--- src/rtl/uart_tx_arbiter.sv ---
// Round-robin scheduler sharing one uart_tx among NUM_REQ byte producers.
// Each grant launches one byte and holds the transmitter until done_tx or a watchdog abort.
module uart_tx_arbiter #(
    parameter int unsigned NUM_REQ        = 4,
    parameter int unsigned TIMEOUT_CYCLES = 32768,
    parameter int unsigned TMR_W          = 16
) (
    input  logic                       clk,
    input  logic                       rst,
    input  logic [NUM_REQ-1:0]         req_valid,
    input  logic [8*NUM_REQ-1:0]       req_data,
    output logic [NUM_REQ-1:0]         req_ready,
    output logic                       start,
    output logic [7:0]                 tx_data_in,
    input  logic                       tx_active,
    input  logic                       done_tx,
    output logic [$clog2(NUM_REQ)-1:0] grant_id,
    output logic                       busy,
    output logic                       timeout_err
);

    localparam int unsigned IDW = $clog2(NUM_REQ);

    typedef enum logic {
        IDLE,
        WAIT_DONE
    } state_t;

    state_t           r_state;
    logic [TMR_W-1:0] r_timer;
    logic [IDW-1:0]   r_rr_ptr;

    logic             w_found;
    logic [IDW-1:0]   w_win;
    logic [IDW-1:0]   w_cand;
    logic [7:0]       w_bytes [NUM_REQ];
    logic             w_unused;

    // tx_active is informational only; sequencing relies solely on done_tx.
    assign w_unused = tx_active;

    for (genvar g = 0; g < NUM_REQ; g++) begin : g_unpack
        assign w_bytes[g] = req_data[8*g +: 8];
    end

    always_comb begin
        w_found = 1'b0;
        w_win   = '0;
        w_cand  = r_rr_ptr;
        for (int unsigned k = 0; k < NUM_REQ; k++) begin
            if (!w_found && req_valid[w_cand]) begin
                w_found = 1'b1;
                w_win   = w_cand;
            end
            w_cand = (w_cand == IDW'(NUM_REQ - 1)) ? '0 : w_cand + 1'b1;
        end
    end

    assign busy = (r_state == WAIT_DONE);

    always_ff @(posedge clk or negedge rst) begin
        if (!rst) begin
            r_state     <= IDLE;
            r_timer     <= '0;
            r_rr_ptr    <= '0;
            start       <= 1'b0;
            req_ready   <= '0;
            tx_data_in  <= '0;
            grant_id    <= '0;
            timeout_err <= 1'b0;
        end else begin
            start       <= 1'b0;
            req_ready   <= '0;
            timeout_err <= 1'b0;
            case (r_state)
                IDLE: begin
                    if (w_found) begin
                        tx_data_in <= w_bytes[w_win];
                        grant_id   <= w_win;
                        req_ready  <= NUM_REQ'(1) << w_win;
                        start      <= 1'b1;
                        r_rr_ptr   <= (w_win == IDW'(NUM_REQ - 1)) ? '0 : w_win + 1'b1;
                        r_timer    <= '0;
                        r_state    <= WAIT_DONE;
                    end
                end
                WAIT_DONE: begin
                    r_timer <= r_timer + 1'b1;
                    // done_tx takes priority over a coincident watchdog expiry.
                    if (done_tx) begin
                        r_state <= IDLE;
                    end else if (r_timer == TMR_W'(TIMEOUT_CYCLES - 1)) begin
                        timeout_err <= 1'b1;
                        r_state     <= IDLE;
                    end
                end
            endcase
        end
    end

endmodule

--- config.mk ---
export PLATFORM = sky130hd
export DESIGN_NAME = uart_tx_arbiter
export DESIGN_NICKNAME = d
export VERILOG_FILES = /design/src/rtl/uart_tx_arbiter.sv
export SDC_FILE = /design/constraint.sdc
export NUM_CORES = 1
export LEC_CHECK = 0
export CELL_PAD_IN_SITES_DETAIL_PLACEMENT = 1
export CELL_PAD_IN_SITES_GLOBAL_PLACEMENT = 1
export CORE_MARGIN = 1
export CORE_UTILIZATION = 36
export DETAILED_ROUTE_END_ITERATION = 7
export PLACE_DENSITY_LB_ADDON = 0.1
export REMOVE_ABC_BUFFERS = 1
export SETUP_SLACK_MARGIN = 0.15
export SLEW_MARGIN = 5
export SYNTH_ARGS = -nofsm -noshare
export SYNTH_HDL_FRONTEND = slang
export SYNTH_SLANG_ARGS = --single-unit
--- constraint.sdc ---
create_clock -name clk -period 3.25 [get_ports clk]
set_input_delay 0.65 -clock clk [delete_from_list [all_inputs] [get_ports clk]]
set_output_delay 0.65 -clock clk [all_outputs]
set_load 0.01 [all_outputs]
==> flow_summary_export.csv <==
group,metric,value,unit
outcome,status,"finished clean",
synth,synth_top_area_share,43.5,%
clock_tree,clockRootBuffer,"clkbuf_8",
placed_design,dp_slack,0.160,ns
synth,synth_edf_count,0,
setup_path,r2r_end,"tx_data_in[3]",
detailed_routing,wirelength,5190,um
layout,area_growth,33.3,%
detailed_routing,ant_nets,0,
pwr,power.density,906,nW/um^2
sta,max_freq,349,MHz
grt,gr-total-overflow,0,
setup_path,slowest_delay,0.53,ns
sta,finalWorstSetupSlack,0.383,ns
clock_tree,clock_sinks,35,
placed_design,finalWeightedCongestion,0.741,
setup_path,rr_worst_depth,8,
synth,yosys.area.top_type,"dfrtp_1",
clock_tree,cts_tree,"built",
pwr,pwr-share-seq,28.4,%
grt,grt_pass1_wl,8780,um
setup_path,critical_path_class,"register to register",
pwr,switchingPower,0.981,mW
pwr,p_sw_share,40.4,%
setup_path,endpoint_kind,"register",
synth,synth_area,2010,um^2
sta,slew_violations,0,
layout,final_common_cell,"clkdlybuf4s50_1",
sta,setup_viol,0,
detailed_routing,vias,1695,
sta,period_minus_slack,2.87,ns
synth,ys_warn_count,0,
placed_design,place.port_buffers,55,
layout,fill_cells,564,
placed_design,hpwl,3910,um
setup_path,crit_chain,"ha_4, mux2_2, or4_1, a21oi_1, or2_1, inv_4, nand2_2, o221ai_2",
layout,final_cell_mix,"55 x clkdlybuf4s50_1, 35 x dfrtp_1, 21 x nand2_1, 17 x mux2i_1, 14 x nand3_1",
detailed_routing,drt_iter0_drc,84,
clock_tree,htree_num_levels,2,
grt,antenna_found_initial,0,
grt,grt_max_degree,36,
setup_path,cpMaxStageDelayCell,"dfrtp_1",
synth,synth_top_flop_cell,"dfrtp_1",
synth,synth_cells,187,
clock_tree,clk_latency,0.29,ns
setup_path,critPathBufInv,1,
detailed_routing,vias_per_cell,5.47,
synth,synth.area.top_cells,"dfrtp_1 44%, mux2i_1 8.5%, o221ai_2 6.0%",
setup_path,cp_top_family,"simple AND/OR/NAND/NOR gates",
floorplanning,start_util,38.4,%
detailed_routing,dr.pass1.iters,4,
synth,ys_seq_elements,35,
sta,worstMarginPinSlew,0.478,ns
pwr,p_int,1.45,mW
detailed_routing,drc,0,
pwr,p_leak,1.09,nW
pwr,finalPower,2.43,mW
layout,layout-drive-gt1-share,13.3,%
setup_path,crit_required,3.41,ns
pwr,p_clk_share,11.9,%
job,cap_violations,0,
floorplanning,fp.dieH,76.8,um
layout,nets,284,
setup_path,startpoint_type,"register",
setup_path,reg2reg_slack,0.38,ns
pwr,ir_drop,0.392,mV
hold_path,hold_depth,1,
synth,seq_area_frac_synth,43.5,%
floorplanning,die_w,76.8,um
setup_path,crit_fanout,14,
hold_path,hold_path.class,"register to register",
detailed_routing,wl_per_cell,16.7,um
synth,ys_types,48,
grt,grtUsageTotal,19.0,%
clock_tree,clock_path_buffers,2,
layout,diodes,0,
sta,rsz0062_at_grt,"false",
floorplanning,coreArea,5240,um^2
clock_tree,clkTransAtPathRegs,0.07,ns
floorplanning,row_count,26,
hold_path,hp-start,"r_timer[15]",
clock_tree,cts_buffers,5,
floorplanning,ios,57,
sta,clock-skew-final,0.00440,ns
layout,design_area,2680,um^2
setup_path,arrival,3.02,ns
grt,grt_pass1_vias,1772,
sta,maxSlewHeadroom,68.1,%
sta,hold_viol_final,0,
pwr,comb_power_share,59.7,%
floorplanning,dieArea,5890,um^2
synth,avgSynthCellArea,10.8,um^2
setup_path,cp.depth,8,
sta,fin_crit_sh,88.2,%
synth,synth-async-reset-ratio,100,%
hold_path,min_to,"r_timer[15]",
setup_path,timing.rr.start,"r_rr_ptr[0]",
placed_design,placed_cell_area,2600,um^2
[timing repair]
item / 4_1_cts / 5_1_grt
setup endpoints to repair: 0 / 22
gates resized for setup: 0 / 2
buffers inserted: 0 / 0
hold buffers: 0 / 0
[registers in the layout, summed over array words and instances, names as in the netlist]
name / count
busy: 1
r_timer: 16
r_rr_ptr: 2
start: 1
timeout_err: 1
req_ready: 4
grant_id: 2
tx_data_in: 8
[cells by family after synthesis]
logic type | count (synthesis) | share of synthesized area, %
AOI/OAI and AO/OA | 41 | 17.7
xor gates and xnor gates | 2 | 0.871
buffers and inverters | 15 | 5.97
and+or+nand+nor | 66 | 16.6
muxes | 24 | 12.9
adders and majority gates | 4 | 2.43
DFF | 35 | 43.5
[cells in the mapped netlist (2+ instances only)]
cell type,n
dfrtp_1,35
nand2_1,21
mux2i_1,17
nand3_1,14
o21ai_0,13
nor2_1,9
o221ai_2,8
a22o_1,5
buf_6,5
mux2_2,5
nand4_1,4
buf_2,3
ha_1,3
nor2b_1,3
clkbuf_1,2
inv_1,2
nand2b_1,2
o211ai_1,2
o21a_1,2
o31ai_1,2
or3_1,2
or4_1,2
[worst max-delay path by stage]
stage	slack, ns	start	to
2_1_floorplan	-0.13	r_rr_ptr[0]	r_rr_ptr[1]
3_3_place_gp	0.24	req_valid[0]	tx_data_in[1]
3_5_place_dp	0.16	req_valid[0]	tx_data_in[7]
4_1_cts	0.16	r_rr_ptr[0]	tx_data_in[3]
5_1_grt	0.22	r_rr_ptr[0]	tx_data_in[3]
6_report	0.38	r_rr_ptr[0]	tx_data_in[3]
[per-layer routing]
metal	vias to the layer above	global-route usage (%)	part of all wire, %
met2	42	32.6	51
met5	-	0	0
met3	10	6.55	6.0
met4	0	6.35	1.8
met1	844	22.0	41
li1	799	-	-
[per-stage QoR]
step                      cells  TNS, ns  hold slack [ns]  util [%]
after floorplan             175   -0.580            0.354         -
after global placement      304        0            0.468      49.6
after detailed placement    304        0            0.476      49.6
after CTS                   310        0            0.489      51.0
after global routing        310        0            0.517      51.2
final                       310        0            0.489      51.2
[layout make-up]
class | count | area (um^2) | share of cell area (%)
Multi-Input combinational cell | 137 | 1040 | 38.8
Sequential cell | 35 | 876 | 32.6
Inverter | 3 | 13.8 | 0.513
Tap cell | 70 | 87.6 | 3.26
Timing Repair Buffer | 59 | 593 | 22.1
Clock buffer | 6 | 72.6 | 2.71
[power groups by stage]
stage / sequential [mW] / combinational (mW) / clock (mW)
4_1_cts: 0.685 / 1.45 / 0.304
2_1_floorplan: 0.707 / 0.881 / 0
5_1_grt: 0.710 / 1.59 / 0.321
6_report: 0.689 / 1.45 / 0.290
3_3_place_gp: 0.678 / 1.38 / 0
3_5_place_dp: 0.690 / 1.45 / 0
Power figures use the tool's default switching activity.
